<file path="src/rtl/byte_pkg.sv">
`default_nettype none
// ============================================================================
//  Module      : byte_pkg
//  Description : Shared byte-bus types. Holds the two-way grant encoding used
//                by the arbiter and its wrapper, plus small helpers.
//  Revision    : 1.0 - initial release
// ============================================================================
package byte_pkg;

    // Bits per byte lane on the byte bus.
    localparam int C_BYTE_BITS = 8;

    // Which upstream master currently owns the downstream bus.
    typedef enum logic {
        GRANT_A = 1'b0,
        GRANT_B = 1'b1
    } grant_e;

    // Direction of a byte-bus transfer, as seen on an IsWrite strobe.
    typedef enum logic {
        BUS_READ  = 1'b0,
        BUS_WRITE = 1'b1
    } bus_op_e;

    // The master that did not win; round-robin hands priority to it.
    function automatic grant_e other_grant(input grant_e g);
        return (g == GRANT_A) ? GRANT_B : GRANT_A;
    endfunction

endpackage : byte_pkg
`default_nettype wire

</file>
<file path="src/rtl/byte_rr_arb2.sv">
`default_nettype none
// ============================================================================
//  Module      : byte_rr_arb2
//  Description : Two-way round-robin arbiter with lock. A request stalled by
//                the downstream hold keeps the grant until it is accepted, so
//                the merged address/data stay stable across the stall.
//  Ports       : clk_i, rst_i          - clock, synchronous active-high reset
//                i_a_enable/i_b_enable - master request enables
//                i_mem_hold            - downstream stall
//                o_grant               - selected master
//                o_mem_enable          - merged enable (forced low in reset)
//                o_accept              - request accepted this cycle
//                o_a_hold/o_b_hold     - per-master stall
//  Revision    : 1.0 - initial release
// ============================================================================
module byte_rr_arb2
    import byte_pkg::*;
(
    input  logic   clk_i,
    input  logic   rst_i,
    input  logic   i_a_enable,
    input  logic   i_b_enable,
    input  logic   i_mem_hold,
    output grant_e o_grant,
    output logic   o_mem_enable,
    output logic   o_accept,
    output logic   o_a_hold,
    output logic   o_b_hold
);

    grant_e r_prio;
    grant_e r_lock_grant;
    logic   r_locked;

    grant_e w_grant;
    logic   w_grant_en;
    logic   w_mem_enable;
    logic   w_accept;

    // Grant selection: a held request pins the grant; otherwise a lone
    // requester wins and a tie (or idle bus) falls to the priority register.
    always_comb begin
        w_grant = r_prio;
        if (r_locked) begin
            w_grant = r_lock_grant;
        end else if (i_a_enable && !i_b_enable) begin
            w_grant = GRANT_A;
        end else if (i_b_enable && !i_a_enable) begin
            w_grant = GRANT_B;
        end
    end

    always_comb begin
        w_grant_en   = (w_grant == GRANT_A) ? i_a_enable : i_b_enable;
        w_mem_enable = w_grant_en && !rst_i;
        w_accept     = w_mem_enable && !i_mem_hold;
    end

    // Any master that is not the accepted one sees a stall. In reset nothing
    // is accepted, so every requesting master is held.
    always_comb begin
        o_a_hold = i_a_enable;
        o_b_hold = i_b_enable;
        if (!rst_i) begin
            o_a_hold = i_a_enable && ((w_grant != GRANT_A) || i_mem_hold);
            o_b_hold = i_b_enable && ((w_grant != GRANT_B) || i_mem_hold);
        end
    end

    // The lock lives exactly as long as the granted request is both present
    // and stalled; a dropped enable (protocol violation) releases it too.
    always_ff @(posedge clk_i) begin
        if (rst_i) begin
            r_prio       <= GRANT_A;
            r_locked     <= 1'b0;
            r_lock_grant <= GRANT_A;
        end else begin
            r_locked <= w_mem_enable && i_mem_hold;
            if (w_mem_enable && i_mem_hold) begin
                r_lock_grant <= w_grant;
            end
            if (w_accept) begin
                r_prio <= other_grant(w_grant);
            end
        end
    end

    assign o_grant      = w_grant;
    assign o_mem_enable = w_mem_enable;
    assign o_accept     = w_accept;

endmodule : byte_rr_arb2
`default_nettype wire

</file>
<file path="src/rtl/byte_arb2.sv">
`default_nettype none
// ============================================================================
//  Module      : byte_arb2
//  Description : Merges two byte-bus masters (A, B) onto one downstream port.
//                Arbitration is delegated to byte_rr_arb2; this level muxes
//                the request fields and routes read data back to the master
//                whose read was accepted in the previous cycle.
//  Ports       : clk_i, rst_i                - clock, sync active-high reset
//                a*_i / a*_o                 - master A request / response
//                b*_i / b*_o                 - master B request / response
//                mem*_o                      - merged downstream request
//                memReadData_i, memHold_i    - downstream response / stall
//  Revision    : 1.0 - initial release
// ============================================================================
module byte_arb2
    import byte_pkg::*;
#(
    parameter int DATA_BYTE = 4,
    parameter int ADDR_SIZE = 32
) (
    input  logic                            clk_i,
    input  logic                            rst_i,

    input  logic                            aEnable_i,
    input  logic                            aIsWrite_i,
    input  logic [DATA_BYTE-1:0]            aWriteMask_i,
    input  logic [ADDR_SIZE-1:0]            aAddr_i,
    input  logic [DATA_BYTE*C_BYTE_BITS-1:0] aWriteData_i,
    output logic [DATA_BYTE*C_BYTE_BITS-1:0] aReadData_o,
    output logic                            aHold_o,

    input  logic                            bEnable_i,
    input  logic                            bIsWrite_i,
    input  logic [DATA_BYTE-1:0]            bWriteMask_i,
    input  logic [ADDR_SIZE-1:0]            bAddr_i,
    input  logic [DATA_BYTE*C_BYTE_BITS-1:0] bWriteData_i,
    output logic [DATA_BYTE*C_BYTE_BITS-1:0] bReadData_o,
    output logic                            bHold_o,

    output logic                            memEnable_o,
    output logic                            memIsWrite_o,
    output logic [DATA_BYTE-1:0]            memWriteMask_o,
    output logic [ADDR_SIZE-1:0]            memAddr_o,
    output logic [DATA_BYTE*C_BYTE_BITS-1:0] memWriteData_o,
    input  logic [DATA_BYTE*C_BYTE_BITS-1:0] memReadData_i,
    input  logic                            memHold_i
);

    localparam int C_DATA_W = DATA_BYTE * C_BYTE_BITS;

    grant_e w_grant;
    logic   w_accept;
    logic   r_rd_valid;
    grant_e r_rd_sel;

    byte_rr_arb2 u_arb (
        .clk_i        (clk_i),
        .rst_i        (rst_i),
        .i_a_enable   (aEnable_i),
        .i_b_enable   (bEnable_i),
        .i_mem_hold   (memHold_i),
        .o_grant      (w_grant),
        .o_mem_enable (memEnable_o),
        .o_accept     (w_accept),
        .o_a_hold     (aHold_o),
        .o_b_hold     (bHold_o)
    );

    // Request fields follow the grant combinationally.
    always_comb begin
        memIsWrite_o   = aIsWrite_i;
        memWriteMask_o = aWriteMask_i;
        memAddr_o      = aAddr_i;
        memWriteData_o = aWriteData_i;
        if (w_grant == GRANT_B) begin
            memIsWrite_o   = bIsWrite_i;
            memWriteMask_o = bWriteMask_i;
            memAddr_o      = bAddr_i;
            memWriteData_o = bWriteData_i;
        end
    end

    // Remember who owns the read data returning next cycle. Writes and idle
    // cycles clear the valid so no master ever sees stale data.
    always_ff @(posedge clk_i) begin
        if (rst_i) begin
            r_rd_valid <= 1'b0;
            r_rd_sel   <= GRANT_A;
        end else begin
            r_rd_valid <= w_accept && (memIsWrite_o == BUS_READ);
            if (w_accept && (memIsWrite_o == BUS_READ)) begin
                r_rd_sel <= w_grant;
            end
        end
    end

    always_comb begin
        aReadData_o = '0;
        bReadData_o = '0;
        if (r_rd_valid) begin
            if (r_rd_sel == GRANT_A) begin
                aReadData_o = memReadData_i;
            end else begin
                bReadData_o = memReadData_i;
            end
        end
    end

    // Keep the derived width visibly tied to the port declarations.
    logic [C_DATA_W-1:0] w_unused_width_ref;
    assign w_unused_width_ref = memReadData_i;
    logic w_unused;
    assign w_unused = ^w_unused_width_ref;

endmodule : byte_arb2
`default_nettype wire

</file>
<file path="config.mk">
export PLATFORM = sky130hd
export DESIGN_NAME = byte_arb2
export DESIGN_NICKNAME = d
export VERILOG_FILES = /design/src/rtl/byte_pkg.sv /design/src/rtl/byte_rr_arb2.sv /design/src/rtl/byte_arb2.sv
export SDC_FILE = /design/constraint.sdc
export NUM_CORES = 1
export LEC_CHECK = 0
export CAP_MARGIN = 10
export CORE_AREA = 2 2 122 124
export CTS_BUF_LIST = sky130_fd_sc_hd__clkbuf_2 sky130_fd_sc_hd__clkbuf_4 sky130_fd_sc_hd__clkbuf_8
export DETAILED_ROUTE_END_ITERATION = 10
export DIE_AREA = 0 0 124 126
export GPL_ROUTABILITY_DRIVEN = 0
export PLACE_DENSITY = 0.56
export SYNTH_ARGS = -nofsm -noshare
export SYNTH_HDL_FRONTEND = slang
export SYNTH_SLANG_ARGS = --single-unit
</file>
<file path="constraint.sdc">
create_clock -name clk_i -period 1.7 [get_ports clk_i]
set_input_delay 0.34 -clock clk_i [delete_from_list [all_inputs] [get_ports clk_i]]
set_output_delay 0.34 -clock clk_i [all_outputs]
set_load 0.01 [all_outputs]
</file>
---- Word level (Yosys, flattened, before mapping) ----
Index checks and enable logic that the tools add are counted.
word-level totals
  flip-flop bits (word level) ............. 5
  latch bits .............................. 0
  RAM bits ................................ 0
  bits in read-only memories .............. 0
  input port bits ......................... 175
  output and inout port bits .............. 136
  word-level logic and storage cells ...... 36
  memories ................................ 0
operators by class
  $add $sub $neg .......................... 0
  multiply operators ...................... 0
  divide/modulo/power cells ............... 0
  magnitude comparators ................... 0
  eq/ne operators ......................... 0
  shifts and indexed selects .............. 0
  mux-type cells .......................... 15
  bitwise gates (word level) .............. 2
  reductions and logical operators ........ 14
operator list
  cell                count
  two-way mux 32 bit  6
  logical AND 1 bit   8
  two-way mux 1 bit   8
  logical NOT 1 bit   4
  two-way mux 4 bit   1
  logical OR 1 bit    2
  NOT 1 bit           2

---- Logic depth before layout (Yosys ltp) ----
Gate-level depths: netlist (run 1).
  word-level depth ........................ 9
  depth in mapped cells ................... 6
  mapped depth without buffers ............ 4

---- By module ----
From an unflattened synthesis (run 1), not the netlist that was laid out.
second synthesis, totals
  cell total of the unflattened synthesis .. 188
  area, all modules ....................... 1596.5 µm²
modules (own cells, without submodules)
  module        instances  cells an instance  area each (µm²)  seq. area each (µm²)
  byte_arb2     1          160                1382.6           40.0
  byte_rr_arb2  1          28                 214.0            60.1

---- Least setup slack after synthesis (run 1) ----
Ideal clock, no wire load.
  path type ............................... register to output
  start point ............................. register u_arb.r_prio
  end point ............................... output memAddr_o[0]
  arrival time ............................ 1.394 ns
  slack ................................... -0.034 ns
  cell stages (with the launch flop) ...... 7
  path through ............................ dfxtp_1 -> nor2b_2 -> o211ai_2 -> and2_4 -> buf_12 -> buf_12 -> mux2_4
between the ends
  longest elaborated chain between the ends .. 4
RTL lines
  element                 line                text
  from (decl)             byte_rr_arb2.sv:31  grant_e r_prio;
  from (signal assigned)  byte_rr_arb2.sv:83  r_prio <= other_grant(w_grant);
  two-way mux 1 bit       byte_rr_arb2.sv:48  end else if (i_b_enable && !i_a_enable) begin
  two-way mux 1 bit       byte_rr_arb2.sv:46  end else if (i_a_enable && !i_b_enable) begin
  two-way mux 1 bit       byte_rr_arb2.sv:44  if (r_locked) begin
  two-way mux 32 bit      byte_arb2.sv:75     if (w_grant == GRANT_B) begin
  to (decl)               byte_arb2.sv:43     output logic [ADDR_SIZE-1:0] memAddr_o,
Every way passes these cells.

---- Worst setup path in the final report (run 1) ----
  start point ............................. register u_arb.r_prio
  end point ............................... output memAddr_o[5]
Same word-level chain as after synthesis.

==> impl_metrics.toml, run 1 <==
[setup_path]
crit_slowest_cell = "dfxtp_2"
cp-start-kind = "flop"
arrival_ns = 1.80
crit_type = "flop to output port"
crit_path_end_kind = "output port"
crit_fanout = 6
cp.required_ns = 1.36
cp_slowest_stage_delay_ns = 0.32
crit_chain = "nor2b_4 > o211ai_4 > and2_4 > buf_12 > buf_8 > mux2_4 > buf_6"

[sta]
slew_headroom_pct = 75.11
timing.setup.tns_ns = -25.54
finalWorstPathRequiredPeriod_ns = 2.143
period_share_pct = 126.1
setup_violations = 79
hold_viol_final = 0
worstMarginPinSlew_ns = 0.3685
rsz0062_at_grt = "yes"
maxSlewViolCount = 0
hold_ws_ns = 0.4930
fin_ws_ns = -0.4430
fmax_ghz = 0.4666
skew_ns = 0.0001600

[clock_network]
clk_path_buf_depth = 2
cts-root-buf = "clkbuf_8"
cts_buffers = 3
postCtsHoldBufs = 0
htree_levels = 1
cts.sinks = 5
cts_tree = "done"
clock_latency_ns = 0.22
clkTransAtPathRegs_ns = 0.03

[die]
fp.dieH_um = 126
rows = 44
die-area_um2 = 15620
core_area_um2 = 14310
start_util_pct = 13.51
die_w_um = 124
num_io_pins = 311

[power_and_ir_drop]
pwr-share-seq_pct = 6.1
power.density_nw_per_um2 = 372.2
switching_share_pct = 30.29
power.share.clock_pct = 10.6
switching_power_uw = 662.6
finalPower_mw = 2.188
p_leak_nw = 2.990
intPower_mw = 1.525
peakVddDrop_v = 0.0002493
combPwrFrac_pct = 83.3

[final_layout]
seq_area_um2 = 103.9
fill_cells = 1425
drive_above_1_share_pct = 46.04
area_growth_pct = 203.8
finish.net_count = 719
final_area_um2 = 5877
multi_input_area_um2 = 1713
n_antenna_cell = 0
finalNonFillerCells = 727
final_util_pct = 41.06

[detailed_routing]
wire_per_inst_um = 16.88
drc = 0
first_iter_violations = 41
vias = 2892
ant_nets = 0
viasPerCell = 3.978
routed_wl_um = 12270
dr.pass1.iters = 4

[global_routing]
grt_pass1_wl_um = 17310
antenna_found_initial = 0
grt_max_degree = 35
grt_use_total_pct = 14.18
grt_pass1_vias = 3169
gr-total-overflow = 0

[outcome]
violations = "setup timing"
status = "finished, violations left"

[synthesis]
synth_area_per_cell_um2 = 10.18
ys_seq_elements = 5
synth_area_leaders = "mux2_4 (50%), and2_1 (10%), and3_1 (10%), buf_12 (8.3%), dfxtp_1 (5.2%)"
synth_edf_count = 0
ys_async_sr_fraction_pct = 0
yosysTopAreaCell = "mux2_4"
synth_nets = 365
yosysSeqAreaShare_pct = 5.175
netlist_instances = 190
synth_top_cell_area_share_pct = 50.45
yosysWarnings = 0
yosysMostFrequentCell = "mux2_4"
synth.distinct_cells = 28
synthesis.area_um2 = 1934
ys_top_cells_by_count = "mux2_4 (65), and2_1 (32), and3_1 (32)"
synthFlopType = "dfxtp_1"

[min_path]
hold_path_class = "flop to flop"

[placement]
numPortBuffers = 310
dp.cells = 693
dp_slack_ns = -1.096
place_area_um2 = 5311
hpwl_um = 9409

[run]
maxCapViolations = 0
[cells by family after synthesis]
logic type             share of synthesized area [%]
AOI/OAI and AO/OA                              6.533
buffers and inverters                          11.00
DFF                                            5.175
muxes                                          52.20
and+or+nand+nor                                25.10
[cell usage in the layout, fill, tap and decap left out, types with 2 or more instances in the layout]
master           Yosys  final
clkdlybuf4s50_1      0    172
buf_6                0    103
mux2_4              65     68
dlygate4sd2_1        0     37
and3_1              32     32
and2_1              32     18
buf_4                0     18
and2_4               1     16
buf_8                0      9
buf_2                0      8
buf_12               8      7
inv_1                5      5
clkdlybuf4s15_1      0      5
a21oi_1              4      4
clkbuf_2             0      4
nand2_1              3      3
nor2_1               3      3
clkbuf_8             0      3
dfxtp_2              0      3
nor2b_4              0      2
nand2b_1             2      2
nand3_1              2      2
nor3_1               2      2
dfxtp_1              5      2
[layer usage]
layer,share of wire [%],global-route usage [%]
met2,53,28.41
met5,0,0
met3,12,4.257
met4,0.93,1.520
met1,34,14.56
[area by class of cell]
| type | instances | area share [%] |
|---|---|---|
| tap | 184 | 3.917 |
| sequential | 5 | 1.767 |
| inverter | 5 | 0.3194 |
| timing repair buffer | 365 | 64.02 |
| clock buffer | 4 | 0.8303 |
| multi-input combinational | 164 | 29.15 |
[sequential cells by signal, indices dropped and copies added (netlist names)]
name / flops
u_arb.r_locked: 1
r_rd_valid: 1
u_arb.r_lock_grant: 1
u_arb.r_prio: 1
r_rd_sel: 1
[power groups by stage]
stage	combinational [mW]	sequential [mW]	clock, mW
after global routing	1.92	0.134	0.246
after global placement	1.55	0.132	0
after detailed placement	1.55	0.132	0
after floorplan	0.658	0.134	0
final	1.82	0.133	0.232
after CTS	1.84	0.133	0.239
[repair_timing]
action | in CTS | in global routing
resized for setup | 556 | 54
pin swaps | 8 | 7
buffers inserted | 26 | 3
setup endpoints to repair | 139 | 99
cloned | 4 | 1
[critical path: cells and delay by family, from the launching register on]
kind / cells / cell delay (ns)
AO/OA/AOI/OAI: 1 / 0.18
flip-flops: 1 / 0.32
buffers and inverters: 3 / 0.40
AND/OR/NAND/NOR: 2 / 0.38
multiplexers: 1 / 0.30
[worst paths after layout]
kind         slack [ns]                       from                         to  cells past startpoint
max reg2reg        0.06  u_arb.r_prio$_SDFFE_PP0P_      r_rd_valid$_SDFF_PP0_                      8
min reg2reg        0.49  u_arb.r_prio$_SDFFE_PP0P_  u_arb.r_prio$_SDFFE_PP0P_                      2
min                0.49  u_arb.r_prio$_SDFFE_PP0P_  u_arb.r_prio$_SDFFE_PP0P_                      2
max               -0.44  u_arb.r_prio$_SDFFE_PP0P_               memAddr_o[5]                      7
Note: power is estimated with default switching activity, not from simulation.
==> inputs of run 2 (changes only) <==
--- a/config.mk
+++ b/config.mk
@@ -12,6 +12,7 @@
 export DIE_AREA = 0 0 124 126
 export GPL_ROUTABILITY_DRIVEN = 0
 export PLACE_DENSITY = 0.56
+export SKIP_CTS_REPAIR_TIMING = 1
 export SYNTH_ARGS = -nofsm -noshare
 export SYNTH_HDL_FRONTEND = slang
 export SYNTH_SLANG_ARGS = --single-unit
==> impl_metrics.toml, run 2 (synthesized netlist as in run 1, its figures left out) <==
[setup_path]
crit_fanout = 8
rrSetupSlack_ns = 0.24
crit_type = "flop to output port"
crit_path_end_kind = "output port"
cp-start-kind = "flop"
cp.required_ns = 1.36
arrival_ns = 2.08

[detailed_routing]
ant_nets = 0
wire_per_inst_um = 16.74
dr.pass1.iters = 4
viasPerCell = 3.993
drc = 0
first_iter_violations = 56
routed_wl_um = 12120
vias = 2891

[power_and_ir_drop]
switching_share_pct = 30.64
power.density_nw_per_um2 = 342.3
intPower_mw = 1.375
combPwrFrac_pct = 81.5
pwr-share-seq_pct = 6.8
peakVddDrop_v = 0.0002375
power.share.clock_pct = 11.7
finalPower_mw = 1.982
p_leak_nw = 3.889
switching_power_uw = 607.4

[min_path]
hold_path_class = "flop to flop"

[die]
start_util_pct = 13.51
rows = 44
num_io_pins = 311
die_w_um = 124
fp.dieH_um = 126
die-area_um2 = 15620
core_area_um2 = 14310

[global_routing]
gr-total-overflow = 0
grt_use_total_pct = 12.63
grt_max_degree = 35
globalRoute.busiestLayer = "met2"
grt.met1_usage_pct = 13.49
grt_pass1_vias = 2934
grt_pass1_wl_um = 15610
grt_use_met3_pct = 4.121
use_met2_pct = 24.50
antenna_found_initial = 0

[sta]
slew_headroom_pct = 74.82
finalWorstPathRequiredPeriod_ns = 2.420
hold_viol_final = 0
skew_ns = 0.0007060
worstMarginPinSlew_ns = 0.3729
rsz0062_at_grt = "yes"
maxSlewViolCount = 0
setup_violations = 71
fmax_ghz = 0.4133
period_share_pct = 142.3
fin_ws_ns = -0.7196

[final_layout]
layout_common_cells = "clkdlybuf4s50_1 (185), dlymetal6s2s_1 (85), mux2_4 (67)"
n_antenna_cell = 0
finalNonFillerCells = 724
final_area_um2 = 5792
area_growth_pct = 199.4
final_common_cell = "clkdlybuf4s50_1"
finish.net_count = 716
drive_above_1_share_pct = 32.96

[clock_network]
cts.sinks = 5
cts_buffers = 3
clk_path_buf_depth = 2
cts_tree = "done"
clkTransAtPathRegs_ns = 0.03
clock_latency_ns = 0.22
htree_levels = 1
cts-root-buf = "clkbuf_8"

[placement]
numPortBuffers = 310
hpwl_um = 9409
place_area_um2 = 5311
dp.cells = 693
dp_slack_ns = -1.096

[outcome]
status = "finished, violations left"
violations = "setup timing"

[run]
maxCapViolations = 0
## run 2: changes by cell type in the layout (fill, tap and decap cells not counted), sizes merged
cell,previous run,this run
buf,145,58
clkbuf,9,38
clkdlybuf4s15,6,0
clkdlybuf4s50,172,185
dlygate4sd2,37,0
dlymetal6s2s,0,85
## run 2: layer usage
metal  share of wire (%)  wire length, um  vias to the layer above
met3                  12             1417                        8
met5                   0                0                        -
met2                  52             6285                      183
met4                 1.1              136                        0
met1                  35             4279                     1313
li1                    -                -                     1387
## run 2: path summary, 6_finish.rpt
kind | from | endpoint | cells past startpoint
setup / recovery | u_arb.r_prio$_SDFFE_PP0P_ | memAddr_o[30] | 6
hold / removal | u_arb.r_prio$_SDFFE_PP0P_ | u_arb.r_prio$_SDFFE_PP0P_ | 2
setup reg to reg | u_arb.r_prio$_SDFFE_PP0P_ | r_rd_valid$_SDFF_PP0_ | 6
hold reg to reg | u_arb.r_prio$_SDFFE_PP0P_ | u_arb.r_prio$_SDFFE_PP0P_ | 2
## run 2: per-stage QoR
| stage | utilization, % | hold slack [ns] | setup TNS, ns |
|---|---|---|---|
| 2_1_floorplan | - | 0.4079 | -1.675 |
| 3_3_place_gp | 37.11 | 0.4944 | -82.15 |
| 3_5_place_dp | 37.11 | 0.4986 | -83.11 |
| 4_1_cts | 37.45 | 0.5075 | -90.29 |
| 5_1_grt | 40.46 | 0.5094 | -39.83 |
| 6_report | 40.46 | 0.4924 | -35.04 |
## run 2: critical path, cell delays in order (launching register included)
cell and delay (ns):
dfxtp_2 0.32, nor2b_4 0.13, o211ai_4 0.19, and2_4 0.24, buf_6 0.18, mux2_4 0.32
clkdlybuf4s50_1 0.48
## run 2: area by class of cell
class	instances	area [um^2]
Fill cell	1400	8522
Timing Repair Buffer	362	3721
Multi-Input combinational cell	164	1667
Tap cell	184	230.2
Sequential cell	5	106.4
Clock buffer	4	48.80
Inverter	5	18.77
## run 2: power groups by stage
stage | combinational (mW) | sequential [mW] | clock (mW)
finish | 1.62 | 0.134 | 0.232
global route | 1.70 | 0.136 | 0.246
detailed placement | 1.55 | 0.132 | 0
CTS | 1.57 | 0.131 | 0.239
floorplan | 0.658 | 0.134 | 0
global placement | 1.55 | 0.132 | 0
==> inputs of run 3 (changes only) <==
--- a/config.mk
+++ b/config.mk
@@ -10,7 +10,7 @@
 export CTS_BUF_LIST = sky130_fd_sc_hd__clkbuf_2 sky130_fd_sc_hd__clkbuf_4 sky130_fd_sc_hd__clkbuf_8
 export DETAILED_ROUTE_END_ITERATION = 10
 export DIE_AREA = 0 0 124 126
-export GPL_ROUTABILITY_DRIVEN = 0
+export GPL_ROUTABILITY_DRIVEN = 1
 export PLACE_DENSITY = 0.56
 export SKIP_CTS_REPAIR_TIMING = 1
 export SYNTH_ARGS = -nofsm -noshare
==> results of run 3 <==
Same layout as run 2: the final DEF is identical, and so are final timing and power.
